## config.mk

```make
export PLATFORM = sky130hd
export DESIGN_NAME = sram_mem_controller
export DESIGN_NICKNAME = d
export VERILOG_FILES = /design/src/rtl/sram_mem_controller_pkg.sv /design/src/rtl/sram_wait_counter.sv /design/src/rtl/sram_mem_controller.sv
export SDC_FILE = /design/constraint.sdc
export NUM_CORES = 1
export LEC_CHECK = 0
export ABC_AREA = 1
export CAP_MARGIN = 20
export CELL_PAD_IN_SITES_DETAIL_PLACEMENT = 0
export CELL_PAD_IN_SITES_GLOBAL_PLACEMENT = 1
export CORE_ASPECT_RATIO = 1.25
export CORE_MARGIN = 5
export CORE_UTILIZATION = 46
export CTS_CLUSTER_SIZE = 20
export DETAILED_ROUTE_END_ITERATION = 8
export DONT_BUFFER_PORTS = 1
export PLACE_DENSITY = 0.89
export SLEW_MARGIN = 0
export SYNTH_ARGS = -nofsm -noshare
export SYNTH_HDL_FRONTEND = slang
export SYNTH_SLANG_ARGS = --single-unit
export TNS_END_PERCENT = 100
```

## constraint.sdc

```tcl
create_clock -name clk -period 2 [get_ports clk]
set_input_delay 0.4 -clock clk [delete_from_list [all_inputs] [get_ports clk]]
set_output_delay 0.4 -clock clk [all_outputs]
set_load 0.005 [all_outputs]
```

## src/rtl/sram_mem_controller_pkg.sv

```systemverilog
// sram_mem_controller_pkg: shared widths, default SRAM base address and controller state encoding.
package sram_mem_controller_pkg;
    localparam int WORD_WIDTH = 32;
    localparam int SRAM_DATA_W = 16;
    localparam logic [WORD_WIDTH-1:0] DEFAULT_BASE_ADDR = 32'd1024;
    typedef enum logic [1:0] {SRAM_IDLE, SRAM_LOW, SRAM_HIGH, SRAM_DONE} sram_state_t;
endpackage

```

## src/rtl/sram_wait_counter.sv

```systemverilog
// sram_wait_counter: loadable down-counter timing one SRAM half-word access phase.
module sram_wait_counter #(
    parameter int W = 4
) (
    input  logic         clk,
    input  logic         rst,
    input  logic         load,
    input  logic [W-1:0] load_val,
    output logic         last,
    output logic         next_last
);
    logic [W-1:0] count;
    always_ff @(posedge clk or negedge rst) begin
        if (!rst) count <= '0;
        else if (load) count <= load_val;
        else if (count != '0) count <= count - 1'b1;
    end
    assign last = count == '0;
    assign next_last = count == W'(1);
endmodule

```

## src/rtl/sram_mem_controller.sv

```systemverilog
// sram_mem_controller: 32-bit MEM-stage port onto a 16-bit async SRAM as two timed half-word accesses.
// Define SRAM_ADDR_CHECK_EN to reject out-of-range addresses and expose addr_err.
module sram_mem_controller
    import sram_mem_controller_pkg::*;
#(
    parameter int ACCESS_CYCLES = 2,
    parameter logic [WORD_WIDTH-1:0] BASE_ADDR = DEFAULT_BASE_ADDR,
    parameter int SRAM_ADDR_W = 18
) (
    input  logic                   clk,
    input  logic                   rst,
    input  logic                   wr_en,
    input  logic                   rd_en,
    input  logic [WORD_WIDTH-1:0]  address,
    input  logic [WORD_WIDTH-1:0]  write_data,
    output logic [WORD_WIDTH-1:0]  read_data,
    output logic                   ready,
    output logic [SRAM_ADDR_W-1:0] sram_addr,
    output logic [SRAM_DATA_W-1:0] sram_dq_out,
    input  logic [SRAM_DATA_W-1:0] sram_dq_in,
    output logic                   sram_dq_oe,
`ifdef SRAM_ADDR_CHECK_EN
    output logic                   addr_err,
`endif
    output logic                   sram_we_n,
    output logic                   sram_oe_n,
    output logic                   sram_ce_n,
    output logic                   sram_ub_n,
    output logic                   sram_lb_n
);
    localparam logic [3:0] LOAD_VAL = 4'(ACCESS_CYCLES - 1);
    sram_state_t state;
    logic is_wr, req, last, next_last, load, addr_bad;
    logic [SRAM_ADDR_W-2:0] word_idx, req_idx;
    logic [SRAM_DATA_W-1:0] wdata_hi, rdata_lo;
    logic [WORD_WIDTH-1:0] offset;
    assign req = rd_en | wr_en;
    assign offset = address - BASE_ADDR;
    assign req_idx = (SRAM_ADDR_W-1)'(offset >> 2);
`ifdef SRAM_ADDR_CHECK_EN
    assign addr_bad = (address < BASE_ADDR) || ((offset >> (SRAM_ADDR_W + 1)) != '0);
`else
    assign addr_bad = 1'b0;
`endif
    assign ready = (state == SRAM_IDLE) ? ~req : (state == SRAM_DONE);
    assign load = (state == SRAM_IDLE && req) || (state == SRAM_LOW && last);
    sram_wait_counter #(.W(4)) u_wait (
        .clk       (clk),
        .rst       (rst),
        .load      (load),
        .load_val  (LOAD_VAL),
        .last      (last),
        .next_last (next_last)
    );
    // we_n rises one cycle before each phase ends so every half gets its own write edge
    always_ff @(posedge clk or negedge rst) begin
        if (!rst) begin
            state <= SRAM_IDLE;
            is_wr <= 1'b0;
            word_idx <= '0;
            wdata_hi <= '0;
            rdata_lo <= '0;
            read_data <= '0;
            sram_addr <= '0;
            sram_dq_out <= '0;
            sram_dq_oe <= 1'b0;
            {sram_we_n, sram_oe_n, sram_ce_n, sram_ub_n, sram_lb_n} <= '1;
`ifdef SRAM_ADDR_CHECK_EN
            addr_err <= 1'b0;
`endif
        end else begin
            case (state)
                SRAM_IDLE: if (req) begin
                    is_wr <= wr_en;
                    word_idx <= req_idx;
                    wdata_hi <= write_data[WORD_WIDTH-1:SRAM_DATA_W];
                    if (addr_bad) begin
                        state <= SRAM_DONE;
                        if (!wr_en) read_data <= '0;
`ifdef SRAM_ADDR_CHECK_EN
                        addr_err <= 1'b1;
`endif
                    end else begin
                        state <= SRAM_LOW;
                        sram_addr <= {req_idx, 1'b0};
                        sram_dq_out <= write_data[SRAM_DATA_W-1:0];
                        sram_dq_oe <= wr_en;
                        {sram_ce_n, sram_ub_n, sram_lb_n} <= '0;
                        sram_we_n <= ~wr_en;
                        sram_oe_n <= wr_en;
                    end
                end
                SRAM_LOW: if (last) begin
                    state <= SRAM_HIGH;
                    sram_addr <= {word_idx, 1'b1};
                    sram_dq_out <= wdata_hi;
                    sram_we_n <= ~is_wr;
                    if (!is_wr) rdata_lo <= sram_dq_in;
                end else if (next_last) sram_we_n <= 1'b1;
                SRAM_HIGH: if (last) begin
                    state <= SRAM_DONE;
                    {sram_we_n, sram_oe_n, sram_ce_n, sram_ub_n, sram_lb_n} <= '1;
                    sram_dq_oe <= 1'b0;
                    if (!is_wr) read_data <= {sram_dq_in, rdata_lo};
                end else if (next_last) sram_we_n <= 1'b1;
                SRAM_DONE: begin
                    state <= SRAM_IDLE;
`ifdef SRAM_ADDR_CHECK_EN
                    addr_err <= 1'b0;
`endif
                end
                default: state <= SRAM_IDLE;
            endcase
        end
    end
endmodule

```

==> run summary <==
The run finished, with violations left. The checks that failed: hold timing. The number of placed instances with taps included is 839.

The number of enable-type register cells in the synthesized netlist came out at 0. In this run the critical register-to-register path is captured at read_data[30]. In the layout the commonest cells are sky130_fd_sc_hd__nand2_1, sky130_fd_sc_hd__dfrtp_1, sky130_fd_sc_hd__inv_1. The worst stage delay on the critical path is 420 ps.

The number of antenna violations at the first check in global routing was 0. STA puts the critical path data required time at 1600 ps. The post-synthesis sequential area ratio came out at 56.2%. The synthesized netlist occupies a cell area of 5620 um^2. The number of distinct library cells after synthesis is 27. In this run the worst setup path begins at state[0]. In this run, synthesis produced a sequential element count of 126. The final critical path takes up 94.4% of the cycle. The worst vdd rail ir drop came out at 0.776 mV. Entering global routing, the biggest net connects 127 pins.

For this run, the number of standard cells in the final layout without fillers is 871. The number of vias per cell came out at 4.86. The overall die area came out at 14500 um^2. In this run the worst path has a maximum fanout of 6. The initial utilization of the core area, before any placement, comes to 46.7%. The total I/O pin count came out at 157.

TritonCTS built the clock tree. The critical path is of the flop to output port type. STA puts the critical path data arrival time at 1490 ps. The routed wirelength normalized by instance count came out at 14.2 um. The cell area after layout is 6280 um^2. The final critical-path setup slack is 112 ps. The detailed-route via count is 4229. The worst pin sits at a relative slew slack of 61.4%.

The leakage power came out at 3.36 nW. The number of buffers and inverters on the critical path is 1. The count of max-cap constraint violations came out at 0. The post-route netlist has 7.92% of its cells at a drive strength greater than 1. The die width is 109 um. The signal on the critical path passes through inv_1 -> ha_2 -> nand3_1 -> o21ai_0. The total length of routed wires is 12300 um. The insertion delay of the later-clocked pin in the worst-skew pair is 410 ps.

The element type at the critical path end is an output port. The number of hold violations in the final report is 126. The DRC marker count from the first detailed-route iteration is 227.

The number of pins with negative max-slew slack in the final report came out at 0. The achievable frequency came out at 0.530 GHz. For this run, the detailed router's first-pass iteration total came to 4.

The Yosys step of the flow raised 0 warnings. The register-to-register setup slack came out at 170 ps. The measured slew at the worst slew-check pin is 579 ps.

Of all flip-flops after synthesis, the portion carrying an async set or reset was 100%. The fraction of the core area covered by cells at the end of the flow is 52.2%. Once placement finished, the instance area stood at 5720 um^2. Clock tree synthesis selected as its root buffer the cell sky130_fd_sc_hd__clkbuf_16. The synthesized instance count is 697.

The accumulated negative setup slack came out at 0 ps. The number of sinks on the clock net is 126. The number of I/O port buffers came out at 0. The final setup violation count is 0. The number of buffers created by CTS is 17.

The post-CTS repair timing setup buffer count came out at 0. The number of antenna repair diodes is 0. The half-perimeter wire length after placement came out at 8490 um. The final estimated routing congestion in global placement came out at 0.820.

Dividing total power by cell area gives a power density of 1780 nW/um^2. The cell count of the worst reg-to-reg path is 8. The number of cell rows came out at 45. The global-route wire length before repair came out at 20600 um. In the routed design, unresolved DRC markers number 0. The leading register cell type out of synthesis is sky130_fd_sc_hd__dfrtp_1. The final critical-path required period came out at 1890 ps.

The number of nets in the final layout came out at 786. The design draws 11.2 mW. The largest total area in the synthesized netlist belongs to sky130_fd_sc_hd__dfrtp_1. STA classifies the critical path startpoint as a flop. The proportion of netlist area held by the largest area contributor came out at 54.8%.

The multi-input gate area in the final layout came out at 2020 um^2. The worst clock skew on the final layout came out at 10.1 ps. The kind of cell with the highest combined delay along the critical path is flip-flops. The worst hold-check slack is -311 ps.

The detail route stage leaves a number of antenna-violating nets equal to 0. Setup repair after global routing left no endpoint under its margin. The clock tree synthesis step divided the H-tree into 4 levels. The synthesis-to-layout area growth is 11.8%. In this run the critical register-to-register path is launched from u_wait.count[0]. The post-synth net total is 789. The core box area is 12000 um^2.

Global routing consumed, over all layers together, 17.7% of the routing resources. The area of all sequential standard cells came out at 3160 um^2. The layout filler cell count came out at 1154. No sink is reached through more buffers than the 2 on the longest clock path. Yosys attributes the largest share of cell area to sky130_fd_sc_hd__dfrtp_1, sky130_fd_sc_hd__nand2_1, sky130_fd_sc_hd__inv_1, sky130_fd_sc_hd__o21ai_0, sky130_fd_sc_hd__o21ai_1. The setup slack after placement came out at 92.0 ps. The synthesized area per cell is 8.07 um^2. The library cell used most frequently in the layout, excluding fill and tap cells, is sky130_fd_sc_hd__nand2_1. The total overflow left after global routing is 0.

The clock input transition at the sequential cells of the worst setup and hold paths came out at 60 ps. For this design, the slowest cell found on the critical path is sky130_fd_sc_hd__dfrtp_1. The via count of the first global-routing pass came to 4233. The die height came out at 134 um. The tightest min-delay check is of the primary input to async pin type.
[cell usage after synthesis, types with 3 or more instances]
master / n
sky130_fd_sc_hd__nand2_1: 322
sky130_fd_sc_hd__o21ai_0: 47
sky130_fd_sc_hd__buf_4: 5
sky130_fd_sc_hd__buf_6: 3
sky130_fd_sc_hd__ha_1: 8
sky130_fd_sc_hd__inv_1: 67
sky130_fd_sc_hd__nand3_1: 13
sky130_fd_sc_hd__clkbuf_1: 7
sky130_fd_sc_hd__nand2_2: 3
sky130_fd_sc_hd__buf_2: 16
sky130_fd_sc_hd__dfrtp_1: 123
sky130_fd_sc_hd__nor2_1: 30
sky130_fd_sc_hd__dfstp_2: 3
sky130_fd_sc_hd__o21ai_1: 34
[worst max path at each step]
stage	slack (ps)	depth (start not counted)	end
finish	110	4	ready
global route	0.9	8	read_data[8]
CTS	30	4	ready
detailed placement	90	8	sram_dq_out[3]
global placement	130	8	sram_addr[7]
floorplan	540	7	read_data[23]
[logic make-up (layout without fill, tap and decap cells)]
family	after synthesis	count (layout)	synth area share (%)
xor+xnor	3	3	0.467
fa+ha+maj	8	8	1.78
compound gates	85	85	7.72
flops	126	126	56.2
simple gates	374	374	26.0
buf+inv	101	111	7.88
[state kept, by name, summed over array words and instances, names as in the netlist, 2 cells and up]
register	cells
wdata_hi	16
sram_addr	18
state	2
u_wait.count	4
rdata_lo	16
sram_dq_out	16
word_idx	17
read_data	32
[what timing repair did]
action,in CTS,in global routing
gates resized for setup,0,2
hold endpoints to repair,126,126
setup endpoints to repair,0,28
[layout make-up]
type / instances / share of cell area, %
flip-flops and latches: 126 / 50.2
clock inverters: 15 / 2.19
multi-input cells: 470 / 32.2
clock buffers: 17 / 6.77
repair buffers: 9 / 1.08
inverters: 70 / 4.26
well taps: 164 / 3.26
[metal layers]
layer / track usage, % / up-vias / routed length, um
li1: - / 2120 / -
met1: 20.9 / 1978 / 5050
met2: 29.2 / 118 / 6190
met3: 7.08 / 13 / 974
met4: 5.96 / 0 / 116
met5: 0 / - / 0
[where the power goes]
group	switching, mW	internal, mW	leakage [nW]
Combinational	2.28	1.23	1.55
Sequential	0.877	3.87	1.54
Clock	1.26	1.65	0.270
Note: power is estimated with default switching activity, not from simulation.
